File: config.mk
export PLATFORM = sky130hd
export DESIGN_NAME = fdiv_result_packer_flat
export DESIGN_NICKNAME = d
export VERILOG_FILES = /design/src/rtl/fdiv_result_packer_if.sv /design/src/rtl/fdiv_result_packer.sv /design/src/flat_wrapper.sv
export SDC_FILE = /design/constraint.sdc
export NUM_CORES = 1
export LEC_CHECK = 0
export ABC_AREA = 1
export CORE_ASPECT_RATIO = 0.6
export CORE_UTILIZATION = 46
export CTS_CLUSTER_DIAMETER = 80
export DETAILED_ROUTE_END_ITERATION = 7
export GPL_ROUTABILITY_DRIVEN = 0
export PLACE_DENSITY = 0.87
export SETUP_SLACK_MARGIN = 0.02
export SKIP_CTS_REPAIR_TIMING = 1
export SLEW_MARGIN = 20
export SYNTH_ARGS = -nofsm -noshare
export SYNTH_HDL_FRONTEND = slang
export SYNTH_SLANG_ARGS = --single-unit
File: constraint.sdc
create_clock -name clk -period 1.73 [get_ports clk]
set_input_delay 0.346 -clock clk [delete_from_list [all_inputs] [get_ports clk]]
set_output_delay 0.346 -clock clk [all_outputs]
set_load 0.01 [all_outputs]
File: src/rtl/fdiv_result_packer_if.sv
// Handshake bundle between the mantissa divider side and the packed FP32 consumer.
// Carries the input operands with their divider results, plus the output result stream.
// The slave modport belongs to the packer; the master modport belongs to whoever drives it.
interface fdiv_result_packer_if #(
    parameter int BIT_WIDTH = 23,
    parameter int EXP_WIDTH = 8
);
    localparam int W = 1 + EXP_WIDTH + BIT_WIDTH;

    logic                 in_valid;
    logic                 in_ready;
    logic [W-1:0]         in0;
    logic [W-1:0]         in1;
    logic [BIT_WIDTH-1:0] mant_q;
    logic                 carry_down;
    logic                 out_valid;
    logic                 out_ready;
    logic [W-1:0]         out;

    modport slave (
        input  in_valid, in0, in1, mant_q, carry_down, out_ready,
        output in_ready, out_valid, out
    );

    modport master (
        output in_valid, in0, in1, mant_q, carry_down, out_ready,
        input  in_ready, out_valid, out
    );
endinterface

File: src/rtl/fdiv_result_packer.sv
// FP32 divide back end: sign/exponent, IEEE special cases, overflow/underflow saturation, packing.
// Latency 2 cycles (S1 exponent/class, S2 pack register), throughput 1 result per cycle.
// Backpressure: out_ready low holds out; S1+S2 buffer two results, then in_ready drops.
// Optional macro FDIV_STATUS_EN adds sticky {invalid, div_zero, overflow, underflow} status.
module fdiv_result_packer #(
    parameter int BIT_WIDTH = 23,
    parameter int EXP_WIDTH = 8,
    parameter int BIAS      = 127
) (
    input  logic                clk,
    input  logic                rst_n,
    fdiv_result_packer_if.slave bus
`ifdef FDIV_STATUS_EN
    ,
    input  logic                status_clr,
    output logic [3:0]          status
`endif
);
    localparam int W   = 1 + EXP_WIDTH + BIT_WIDTH;
    localparam int EW2 = EXP_WIDTH + 2;
    localparam logic [EXP_WIDTH-1:0] EXP_ONES = '1;

    // ---------------- handshake ----------------
    logic w_s1_adv;
    logic w_s2_adv;
    logic r_s1_valid;
    logic r_out_valid;

    assign w_s2_adv     = ~r_out_valid | bus.out_ready;
    assign w_s1_adv     = ~r_s1_valid | w_s2_adv;
    assign bus.in_ready = w_s1_adv;

    // ---------------- S1 combinational: fields, class, exponent ----------------
    logic [EXP_WIDTH-1:0] w_e0, w_e1;
    logic [BIT_WIDTH-1:0] w_f0, w_f1;
    logic [EW2-1:0]       w_exp;

    assign w_e0 = bus.in0[W-2 -: EXP_WIDTH];
    assign w_e1 = bus.in1[W-2 -: EXP_WIDTH];
    assign w_f0 = bus.in0[BIT_WIDTH-1:0];
    assign w_f1 = bus.in1[BIT_WIDTH-1:0];

    // Two's complement in EXP_WIDTH+2 bits; the MSB is the sign of the biased exponent.
    assign w_exp = EW2'(w_e0) - EW2'(w_e1) + EW2'(BIAS) - EW2'(bus.carry_down);

    logic                 r_s1_sign;
    logic [EW2-1:0]       r_s1_exp;
    logic [BIT_WIDTH-1:0] r_s1_mant;
    logic                 r_s1_a_zero, r_s1_a_inf, r_s1_a_nan;
    logic                 r_s1_b_zero, r_s1_b_inf, r_s1_b_nan;

    // S1 register: capture sign, exponent and operand class; denormals classify as zero.
    always_ff @(posedge clk or negedge rst_n) begin
        if (!rst_n) begin
            r_s1_valid  <= 1'b0;
            r_s1_sign   <= 1'b0;
            r_s1_exp    <= '0;
            r_s1_mant   <= '0;
            r_s1_a_zero <= 1'b0;
            r_s1_a_inf  <= 1'b0;
            r_s1_a_nan  <= 1'b0;
            r_s1_b_zero <= 1'b0;
            r_s1_b_inf  <= 1'b0;
            r_s1_b_nan  <= 1'b0;
        end else if (w_s1_adv) begin
            r_s1_valid <= bus.in_valid;
            if (bus.in_valid) begin
                r_s1_sign   <= bus.in0[W-1] ^ bus.in1[W-1];
                r_s1_exp    <= w_exp;
                r_s1_mant   <= bus.mant_q;
                r_s1_a_zero <= (w_e0 == '0);
                r_s1_a_inf  <= (w_e0 == EXP_ONES) && (w_f0 == '0);
                r_s1_a_nan  <= (w_e0 == EXP_ONES) && (w_f0 != '0);
                r_s1_b_zero <= (w_e1 == '0);
                r_s1_b_inf  <= (w_e1 == EXP_ONES) && (w_f1 == '0);
                r_s1_b_nan  <= (w_e1 == EXP_ONES) && (w_f1 != '0);
            end
        end
    end

    // ---------------- S2 combinational: resolve result ----------------
    logic         w_ovf, w_unf;
    logic [W-1:0] w_pack;
    logic [3:0]   w_flags;  // {invalid, div_zero, overflow, underflow}

    assign w_ovf = ~r_s1_exp[EW2-1] && (r_s1_exp[EW2-2:0] >= {1'b0, EXP_ONES});
    assign w_unf =  r_s1_exp[EW2-1] || (r_s1_exp == '0);

    // Priority chain: earlier special cases override the arithmetic exponent.
    always_comb begin
        w_pack  = {r_s1_sign, r_s1_exp[EXP_WIDTH-1:0], r_s1_mant};
        w_flags = 4'b0000;
        if (r_s1_a_nan || r_s1_b_nan || (r_s1_a_zero && r_s1_b_zero) ||
            (r_s1_a_inf && r_s1_b_inf)) begin
            w_pack  = {1'b0, EXP_ONES, 1'b1, {(BIT_WIDTH-1){1'b0}}};
            w_flags = 4'b1000;
        end else if (r_s1_b_zero) begin
            w_pack  = {r_s1_sign, EXP_ONES, {BIT_WIDTH{1'b0}}};
            w_flags = 4'b0100;
        end else if (r_s1_a_inf) begin
            w_pack  = {r_s1_sign, EXP_ONES, {BIT_WIDTH{1'b0}}};
        end else if (r_s1_a_zero || r_s1_b_inf) begin
            w_pack  = {r_s1_sign, {(W-1){1'b0}}};
        end else if (w_ovf) begin
            w_pack  = {r_s1_sign, EXP_ONES, {BIT_WIDTH{1'b0}}};
            w_flags = 4'b0010;
        end else if (w_unf) begin
            w_pack  = {r_s1_sign, {(W-1){1'b0}}};
            w_flags = 4'b0001;
        end
    end

    logic [W-1:0] r_out;

`ifdef FDIV_STATUS_EN
    logic [3:0] r_out_flags;
    logic [3:0] r_status;
`endif

    // S2 register: output result and valid, held while the consumer stalls.
    always_ff @(posedge clk or negedge rst_n) begin
        if (!rst_n) begin
            r_out_valid <= 1'b0;
            r_out       <= '0;
`ifdef FDIV_STATUS_EN
            r_out_flags <= 4'b0000;
`endif
        end else if (w_s2_adv) begin
            r_out_valid <= r_s1_valid;
            if (r_s1_valid) begin
                r_out <= w_pack;
`ifdef FDIV_STATUS_EN
                r_out_flags <= w_flags;
`endif
            end
        end
    end

    assign bus.out_valid = r_out_valid;
    assign bus.out       = r_out;

`ifdef FDIV_STATUS_EN
    // Sticky status: bits set on output transfer; a same-cycle clear loses to the set.
    always_ff @(posedge clk or negedge rst_n) begin
        if (!rst_n) begin
            r_status <= 4'b0000;
        end else begin
            r_status <= (status_clr ? 4'b0000 : r_status) |
                        ((r_out_valid && bus.out_ready) ? r_out_flags : 4'b0000);
        end
    end

    assign status = r_status;
`else
    logic w_unused_flags;
    assign w_unused_flags = ^w_flags;
`endif
endmodule
File: src/flat_wrapper.sv
// flat-port wrapper written by rule: the top's interface ports become plain ports
module fdiv_result_packer_flat 
#(
    parameter int BIT_WIDTH = 23,
    parameter int EXP_WIDTH = 8,
    parameter int BIAS      = 127
)
  (clk, rst_n, bus_in_valid, bus_in0, bus_in1, bus_mant_q, bus_carry_down, bus_out_ready, bus_in_ready, bus_out_valid, bus_out);
  fdiv_result_packer_if #(.BIT_WIDTH(BIT_WIDTH), .EXP_WIDTH(EXP_WIDTH)) bus_i ();
  input  logic clk;
  input  logic rst_n;
  input wire logic [$bits(bus_i.in_valid)-1:0] bus_in_valid;
  input wire logic [$bits(bus_i.in0)-1:0] bus_in0;
  input wire logic [$bits(bus_i.in1)-1:0] bus_in1;
  input wire logic [$bits(bus_i.mant_q)-1:0] bus_mant_q;
  input wire logic [$bits(bus_i.carry_down)-1:0] bus_carry_down;
  input wire logic [$bits(bus_i.out_ready)-1:0] bus_out_ready;
  output wire logic [$bits(bus_i.in_ready)-1:0] bus_in_ready;
  output wire logic [$bits(bus_i.out_valid)-1:0] bus_out_valid;
  output wire logic [$bits(bus_i.out)-1:0] bus_out;
  assign bus_i.in_valid = bus_in_valid;
  assign bus_i.in0 = bus_in0;
  assign bus_i.in1 = bus_in1;
  assign bus_i.mant_q = bus_mant_q;
  assign bus_i.carry_down = bus_carry_down;
  assign bus_i.out_ready = bus_out_ready;
  assign bus_in_ready = bus_i.in_ready;
  assign bus_out_valid = bus_i.out_valid;
  assign bus_out = bus_i.out;
  fdiv_result_packer #(.BIT_WIDTH(BIT_WIDTH), .EXP_WIDTH(EXP_WIDTH), .BIAS(BIAS)) u_core (.clk(clk), .rst_n(rst_n), .bus(bus_i));
endmodule
==> metrics.txt, run 1 <==
status=finished, violations left; failing checks=negative setup slack; PwrDens=1210 nW/um^2; Diodes inserted=0; CTS max path bufs=2; Psw=2610 uW; met3 Use GR=7.15%; post-detailed-route via-to-cell ratio=5.47; Die Area=8600 sq um; M2 GR Usage=42.6%; critical path endpoint category=register; final core utilization=79.4%; chip height=72.2 microns; Final setup viols=8; clock power share=26.2%; die width=119 microns; Fill cells=452; Synth Instances=471; GR Overflow Total=0; Routed Wire Length=12.9 mm; Clock Tree Root=clkbuf_16; P&R area growth vs syn=66.3%; kind of critical path=in2reg; Mapped Area=3780 sq um; Sink Count=74; share of power burned in registers=33.0%; Total Nets Final=761; flop and latch count out of synthesis=74; detailed placer's ending HPWL=8.03 mm; Post-route DRC=0; Min-Delay Path Class=in2async; post-synth top area share=49.0%; Num CTS Buffers=9; Slew headroom=55.3%; Comb pwr share=40.7%; RSZ-0062 raised after global routing=true; layout cells sized above 1=23.3%; Multi-input gate area=1960 sq um; Port Buffers=125; dpl cells=743; skew final=0.00705 ns; DP Worst Slack=-1.45 ns; Worst Path Required=1.96 ns; final worst setup slack=-0.616 ns; static leakage=0.00297 uW; Starting Density=47.8%; Int Pwr=4970 uW; YS warnings=0; Setup crit start kind=input port; post-DR wirelength/cell=16.9 microns; reg-to-reg endpoint=u_core.bus.out[10]; Slew Viols, Final=0; first drt pass iteration count=5; clk slew on worst S/H paths=0.06 ns; synth top area cells=dfrtp_1 49%, nand2_1 13%, o21ai_0 7.4%, inv_1 7.0%, ha_1 4.6%; IO Count=126; CTS tree=yes; reg2reg setup slack=0.10 ns; RR Startpoint=u_core.r_s1_exp[2]; later-pin clock latency in the skew report=0.34 ns; final hold viol count=0; Yosys top cell by area=dfrtp_1; total global-route track usage=25.9%; Fmax achieved=426 MHz; Syn Area/Cell=8.03 sq um; layer with the highest usage=met2; global-route wire length before repair=17.4 mm; Syn Nets=579; largest net degree at the start of global routing=33; Min Clock Period, post-route=2.35 ns; Cell variety after synth=28; htree depth=3; MaxCap Viol Count=0; vias in the first global route=3791; Final Power=7580 uW; worst ir drop on vdd=0.802 mV; measured slew at the worst slew-check pin=0.671 ns; setup TNS=-3.17 ns; most frequent cells in the layout=110 x clkdlybuf4s50_1, 109 x nand2_1, 74 x dfrtp_1; initial DRC count=449; core area=7910 sq um; Sw Share=34.5%; post-synthesis sequential area ratio=49.0%; commonest non-fill, non-tap cell in the layout=clkdlybuf4s50_1; WP data arrival=2.57 ns; antenna violations before repair=0; ANT nets after route=0; Worst R2R Path Depth=8; met1 Track Usage GR=34.0%; register area=1850 sq um; Layout Cells excl Fill=765; Tcrit/Tclk final=136%; FP Rows=25; Via Count=4188; crit path max fanout=3
metal layers:
layer | share of wire [%] | vias to the layer above | wire length, microns
met2 | 48 | 257 | 6180
li1 | - | 1895 | -
met1 | 41 | 1983 | 5330
met4 | 3.3 | 0 | 422
met5 | 0 | - | 0
met3 | 7.8 | 53 | 1010
state kept, by name, indices dropped and copies added, names as in the netlist:
register / count
u_core.r_s1_b_zero: 1
u_core.bus.out: 32
u_core.r_s1_valid: 1
u_core.r_s1_sign: 1
u_core.r_s1_a_zero: 1
u_core.r_s1_b_inf: 1
u_core.bus.out_valid: 1
u_core.r_s1_a_inf: 1
u_core.r_s1_mant: 23
u_core.r_s1_exp: 10
u_core.r_s1_a_nan: 1
u_core.r_s1_b_nan: 1
worst max-delay path, cell delays in order:
cell	delay, ns
buf_12	0.09
inv_12	0.03
ha_4	0.16
fa_2	0.40
inv_2	0.09
buf_4	0.12
nand3_4	0.09
nand4_1	0.11
nand2_1	0.11
ha_1	0.35
inv_1	0.09
o21ai_1	0.14
inv_1	0.10
nand2_2	0.09
nand2_2	0.07
nand3_2	0.12
nand2_2	0.06
cell type report:
class | instances | share of cell area [%]
clock inverter | 6 | 1.47
sequential | 74 | 29.5
tap | 108 | 2.15
inverter | 71 | 4.48
multi-input combinational | 314 | 31.1
timing repair buffer | 183 | 27.7
clock buffer | 9 | 3.58
power by group through the flow:
stage	logic [uW]	registers (uW)	clock network [uW]
finish	3090	2500	1990
global route	3310	2540	2090
CTS	2580	2470	2000
detailed placement	2560	2480	0
global placement	2460	2460	0
floorplan	1070	2570	0
synthesized netlist by cell type:
cell type and n:
nand2_1 127, dfrtp_1 74, inv_1 70, o21ai_0 56, nor2_1 29, a21oi_1 19
nand3_1 15, ha_1 14, nand4_1 13, nor4_1 13, clkbuf_1 8, xor2_1 5
nor3_1 4, o21ai_1 4, buf_2 3, xnor2_1 3, fa_1 2, o22ai_1 2
a211oi_1 1, a22o_1 1, buf_6 1, clkinv_1 1, nand3_2 1, nand3b_1 1
nor2_4 1, o21bai_1 1, o31ai_1 1, o32ai_1 1
kinds of logic after synthesis:
kind of cell | Yosys count | share of synthesized area (%)
simple gates | 204 | 23.1
xor+xnor | 8 | 1.85
fa+ha+maj | 16 | 5.69
buf+inv | 83 | 8.54
compound gates | 86 | 11.9
flops | 74 | 49.0
stage by stage:
step	hold WS [ns]	instance area, sq um
CTS	0.0482	5930
floorplan	0.0504	3870
global route	0.0793	6290
detailed placement	0.409	5620
global placement	0.391	5620
finish	0.0356	6290
how the worst max path moves through the flow:
stage,start,end,slack [ns],depth (start not counted)
2_1_floorplan,bus_in0[23],u_core.r_s1_exp[7],-0.62,16
4_1_cts,bus_in0[23],u_core.r_s1_exp[8],-1.12,18
6_report,bus_in0[23],u_core.r_s1_exp[8],-0.62,17
3_3_place_gp,bus_in0[23],u_core.r_s1_exp[9],-1.39,18
3_5_place_dp,bus_in0[23],u_core.r_s1_exp[7],-1.45,18
5_1_grt,bus_in0[27],u_core.r_s1_exp[8],-0.69,17
(Power assumes the default switching activity.)
==> inputs of run 2 (changes only) <==
--- a/config.mk
+++ b/config.mk
@@ -8,9 +8,10 @@
 export ABC_AREA = 1
 export CORE_ASPECT_RATIO = 0.6
-export CORE_UTILIZATION = 46
+export CORE_UTILIZATION = 47
+export CTS_BUF_LIST = sky130_fd_sc_hd__clkbuf_4 sky130_fd_sc_hd__clkbuf_8
 export CTS_CLUSTER_DIAMETER = 80
 export DETAILED_ROUTE_END_ITERATION = 7
 export GPL_ROUTABILITY_DRIVEN = 0
-export PLACE_DENSITY = 0.87
+export PLACE_DENSITY = 0.89
 export SETUP_SLACK_MARGIN = 0.02
 export SKIP_CTS_REPAIR_TIMING = 1
==> constraint.sdc (replaced) <==
create_clock -name clk -period 1.73 [get_ports clk]
set_input_delay 0.2595 -clock clk [delete_from_list [all_inputs] [get_ports clk]]
set_output_delay 0.2595 -clock clk [all_outputs]
set_load 0.01 [all_outputs]
==> run 2 against run 1 <==
The run still ends with negative setup slack left. Clock-buffer cell count grew 5. Sequential power about the same. Fmax is 1.9% higher. Design area shrank 0.52%. Utilization up 3.9 points. Non-clock buffer count up 12. Critical path depth increased by 2. Total power decreased by 2.6%. Clock skew rose by 0.0036 ns. Critical path type unchanged. Critical endpoint is now u_core.r_s1_exp[9]. Highest routed layer unchanged.
==> metrics.txt, run 2 (synthesized netlist as in run 1, its figures left out) <==
status=finished, violations left; failing checks=negative setup slack; Num CTS Buffers=9 (unchanged); Min Clock Period, post-route=2.30 ns (-0.0449 ns); CTS tree=yes; chip height=71.5 microns (-1.0%); Worst Hold Depth=4; M2 GR Usage=47.3% (+4.7 points); Setup crit start kind=input port; Slew Viols, Final=0 (unchanged); hold slack final=0.252 ns (+0.217 ns); GR Overflow Total=0 (unchanged); RSZ-0062 raised after global routing=true; final hold viol count=0 (unchanged); critical path endpoint category=register; later-pin clock latency in the skew report=0.35 ns (about the same); PwrDens=1180 nW/um^2 (-2.1%); detailed placer's ending HPWL=8.73 mm (+8.6%); Slew headroom=62.6% (+7.3 points); Fill cells=391 (-13%); Diodes inserted=0 (unchanged); worst ir drop on vdd=0.874 mV (+9.0%); final worst setup slack=-0.571 ns (+0.0449 ns); core area=7510 sq um (-5.1%); Starting Density=50.3% (+2.6 points); most frequent cells in the layout=111 x nand2_1, 111 x clkdlybuf4s50_1, 74 x dfrtp_1; Routed Wire Length=15.8 mm (+22%); setup TNS=-5.28 ns (-2.11 ns); largest net degree at the start of global routing=59 (+79%); FP Rows=24 (-4.0%); Clock Tree Root=clkbuf_8; Port Buffers=125 (unchanged); Post-route DRC=0 (unchanged); kind of critical path=in2reg; ANT nets after route=0 (unchanged); Total Nets Final=773 (+1.6%); MaxCap Viol Count=0 (unchanged); IO Count=126 (unchanged); total global-route track usage=27.5% (+1.6 points); first drt pass iteration count=6 (+1); met3 Use GR=6.21% (-0.94 points); global-route wire length before repair=18.3 mm (+5.2%); clk slew on worst S/H paths=0.07 ns (about the same); P&R area growth vs syn=65.5%; WP data arrival=2.58 ns (about the same); Min-Delay Path Class=in2reg; post-detailed-route via-to-cell ratio=6.00 (+9.6%); Sink Count=74 (unchanged); skew final=0.0106 ns (+0.00355 ns); Tcrit/Tclk final=133% (-2.6 points); Fmax achieved=435 MHz (+1.9%); max reg flops=32 (unchanged); htree depth=3 (unchanged); static leakage=0.00300 uW (+1.1%); CTS max path bufs=2 (unchanged); Worst R2R Path Depth=10 (+2); Worst Path Required=2.01 ns (+0.05 ns); layout cells sized above 1=25.8% (+2.5 points); crit path max fanout=3 (unchanged); layer with the highest usage=met2; measured slew at the worst slew-check pin=0.556 ns (-0.115 ns); die width=118 microns (-1.1%); Die Area=8420 sq um (-2.1%); post-DR wirelength/cell=20.4 microns (+21%); met1 Track Usage GR=34.6% (+0.64 points); Final setup viols=36 (+28); antenna violations before repair=1 (+1); initial DRC count=606 (+35%); vias in the first global route=3971 (+4.7%); Via Count=4646 (+11%)
run 2: per-layer routing:
| layer | part of all wire (%) | vias up |
|---|---|---|
| li1 | - | 1914 |
| met1 | 35 | 2174 |
| met2 | 45 | 446 |
| met3 | 14 | 112 |
| met4 | 5.5 | 0 |
| met5 | 0 | - |
run 2: critical path: stages:
cell and delay (ns):
buf_6 0.07, buf_6 0.12, inv_12 0.03, ha_4 0.16, fa_2 0.41, inv_2 0.11
nand2_2 0.06, nand2_2 0.09, xnor2_2 0.16, ha_4 0.27, nand2_4 0.08, nor2_4 0.03
a211oi_2 0.22, inv_2 0.09, nand3_2 0.09, nand2_2 0.07, nand3_2 0.06, nand2_2 0.07
o21ai_2 0.12
run 2: final cells by class:
cell class	instances	area [sq um]	share of cell area (%)
Multi-Input combinational cell	314	1960	31.4
Sequential cell	74	1850	29.6
Inverter	71	279	4.46
Tap cell	104	130	2.08
Timing Repair Buffer	195	1850	29.6
Clock inverter	2	12.5	0.200
Clock buffer	14	168	2.68
run 2: final timing paths:
check / from / end / slack [ns]
max reg2reg: u_core.r_s1_exp[3] / u_core.bus.out[11] / -0.13
min: bus_in1[25] / u_core.r_s1_b_zero / 0.25
min in group asynchronous: rst_n / u_core.bus.out[7] / 0.39
max in group asynchronous: rst_n / u_core.bus.out[20] / 0.68
min reg2reg: u_core.r_s1_b_nan / u_core.r_s1_b_nan / 0.49
max: bus_in0[23] / u_core.r_s1_exp[9] / -0.57
run 2: metrics by stage:
step	cells	cell area, sq um	setup slack [ns]	total power [uW]	util (%)
6_report	774	6250	-0.571	7380	83.3
5_1_grt	774	6250	-0.605	7630	83.3
4_1_cts	746	5720	-1.11	6310	76.3
3_5_place_dp	730	5540	-1.40	5060	73.9
3_3_place_gp	730	5540	-1.23	4890	73.9
2_1_floorplan	471	3870	-0.536	3640	-
run 2: where the power goes:
part           total (uW)  switching (uW)  internal [uW]
combinational        3590            1870           1720
sequential           2530             347           2190
clock                1250             631            623
total                7380            2850           4530
==> inputs of run 3 (changes only) <==
- PLACE_DENSITY: 0.89 -> 0.82
==> run 3 against run 2 <==
The flow still finishes with violations (negative setup slack). Final cell count fell by 0.52%. Fmax rose by 6.9%. Critical path depth fell by 1. Clock skew rose by 0.0025 ns. Sequential share of layout area rose by 0.43 points. Global-route usage fell by 1.6 points. Via count fell by 13%. Total power fell by 7.0%. Utilization fell by 1.2 points. Worst setup slack improved by 0.15 ns. First-iteration DRC count fell by 20%. Design area fell by 1.4%. Critical path type unchanged. Largest cell class unchanged.
==> metrics.txt, run 3 (synthesized netlist as in run 1, its figures left out) <==
final worst setup slack=-0.422 ns (+0.149 ns); failing checks=negative setup slack; global-route wire length before repair=17.1 mm (-6.5%); FP Rows=24 (unchanged); Final setup viols=7 (-81%); first drt pass iteration count=6 (unchanged); PwrDens=1110 nW/um^2 (-5.6%); max reg flops=32 (unchanged); Slew Viols, Final=0 (unchanged); Slew headroom=73.5% (+11 points); Num CTS Buffers=9 (unchanged); final hold viol count=0 (unchanged); Min Clock Period, post-route=2.15 ns (-0.149 ns); Starting Density=50.3% (unchanged); crit path max fanout=3 (unchanged); most frequent cells in the layout=116 x nand2_1, 112 x clkdlybuf4s50_1, 74 x dfrtp_1; P&R area growth vs syn=63.1%; chip height=71.5 microns (unchanged); Worst Path Required=1.99 ns (-0.02 ns); Sink Count=74 (unchanged); Fmax achieved=465 MHz (+6.9%); Layout Cells excl Fill=770 (-0.52%); Die Area=8420 sq um (unchanged); skew final=0.0131 ns (+0.00245 ns); Clock Tree Root=clkbuf_8; htree depth=3 (unchanged); CTS tree=yes; post-detailed-route via-to-cell ratio=5.25 (-13%); MaxCap Viol Count=0 (unchanged); DP Worst Slack=-1.38 ns (+0.0204 ns); layout cells sized above 1=21.9% (-3.9 points); Post-route DRC=0 (unchanged); post-DR wirelength/cell=15.5 microns (-24%); ANT nets after route=0 (unchanged); later-pin clock latency in the skew report=0.34 ns (about the same); Total Nets Final=774 (+0.13%); Via Count=4041 (-13%); dpl cells=740 (+1.4%); critical path endpoint category=register; vias in the first global route=3624 (-8.7%); Tcrit/Tclk final=124% (-8.6 points); detailed placer's ending HPWL=7.74 mm (-11%); clk slew on worst S/H paths=0.07 ns (about the same); antenna violations before repair=0 (-1); worst ir drop on vdd=0.649 mV (-26%); GR Overflow Total=0 (unchanged); initial DRC count=482 (-20%); Diodes inserted=0 (unchanged); largest net degree at the start of global routing=75 (+27%); static leakage=0.00295 uW (-1.6%); Setup crit start kind=input port; Min-Delay Path Class=in2reg; WP data arrival=2.41 ns (-0.17 ns); status=finished, violations left; hold slack final=0.358 ns (+0.106 ns); die width=118 microns (unchanged); total global-route track usage=25.9% (-1.6 points); RSZ-0062 raised after global routing=true; core area=7510 sq um (unchanged); IO Count=126 (unchanged); Port Buffers=125 (unchanged); Placed Instance Area=5620 sq um (+1.4%); measured slew at the worst slew-check pin=0.397 ns (-0.159 ns); fin area=6160 sq um (-1.4%); setup TNS=-2.00 ns (+3.28 ns); CTS max path bufs=2 (unchanged); commonest non-fill, non-tap cell in the layout=nand2_1; kind of critical path=in2reg; Routed Wire Length=12.0 mm (-24%)
run 3: changes by cell type in the layout (fill, tap and decap cells not counted), moves of 2 or more:
cell	previous run	this run
buf_4	60	62
o21ai_0	28	50
nor2_2	1	3
inv_2	15	13
nor3_2	2	0
nand2_2	15	11
o21ai_1	14	7
buf_8	2	0
o21ai_2	18	3
clkbuf_4	4	0
dlymetal6s2s_1	9	7
nor3_1	2	4
nand2_1	111	116
inv_1	54	56
run 3: metrics by stage:
| stage | utilization [%] | power (uW) |
|---|---|---|
| after floorplan | - | 3640 |
| after global placement | 74.9 | 4930 |
| after detailed placement | 74.9 | 5030 |
| after CTS | 77.1 | 6280 |
| after global routing | 82.1 | 7280 |
| final | 82.1 | 6870 |
run 3: layer usage:
metal  wire length [microns]  up-vias  GRT usage, %
li1                        -     1911             -
met1                    5020     1880          35.7
met2                    5640      227          41.6
met3                    1110       23          6.13
met4                     196        0          6.55
met5                       0        -             0
run 3: worst paths after layout:
kind	cells past startpoint	end	slack (ns)	startpoint
setup / recovery	18	u_core.r_s1_exp[9]	-0.42	bus_in0[23]
hold / removal	4	u_core.r_s1_b_zero	0.36	bus_in1[25]
setup reg to reg	10	u_core.bus.out[6]	0.03	u_core.r_s1_exp[3]
hold reg to reg	2	u_core.bus.out[5]	0.49	u_core.bus.out[5]
max in group asynchronous	3	u_core.r_s1_mant[20]	0.92	rst_n
min in group asynchronous	3	u_core.bus.out[5]	0.48	rst_n
run 3: layout make-up:
class	count	area, sq um
fillers	470	1340
repair buffers	196	1850
inverters	71	279
clock inverters	1	30.0
clock buffers	10	138
flip-flops and latches	74	1850
multi-input cells	314	1880
well taps	104	130
run 3: power breakdown:
group	total [uW]	switching (uW)	internal, uW
clock network	1230	568	666
logic	3150	1510	1630
registers	2490	297	2190
run 3: critical path: stages:
cell and delay [ns]:
buf_12 0.09, inv_12 0.03, ha_4 0.14, fa_2 0.40, inv_2 0.09, nand2_1 0.09
nand2_2 0.10, xnor2_2 0.15, ha_4 0.25, nand2_1 0.07, nor2_2 0.04, a211oi_2 0.17
inv_1 0.10, nand3_2 0.08, nand2_2 0.07, nand3_2 0.06, nand2_2 0.06, o21ai_1 0.15
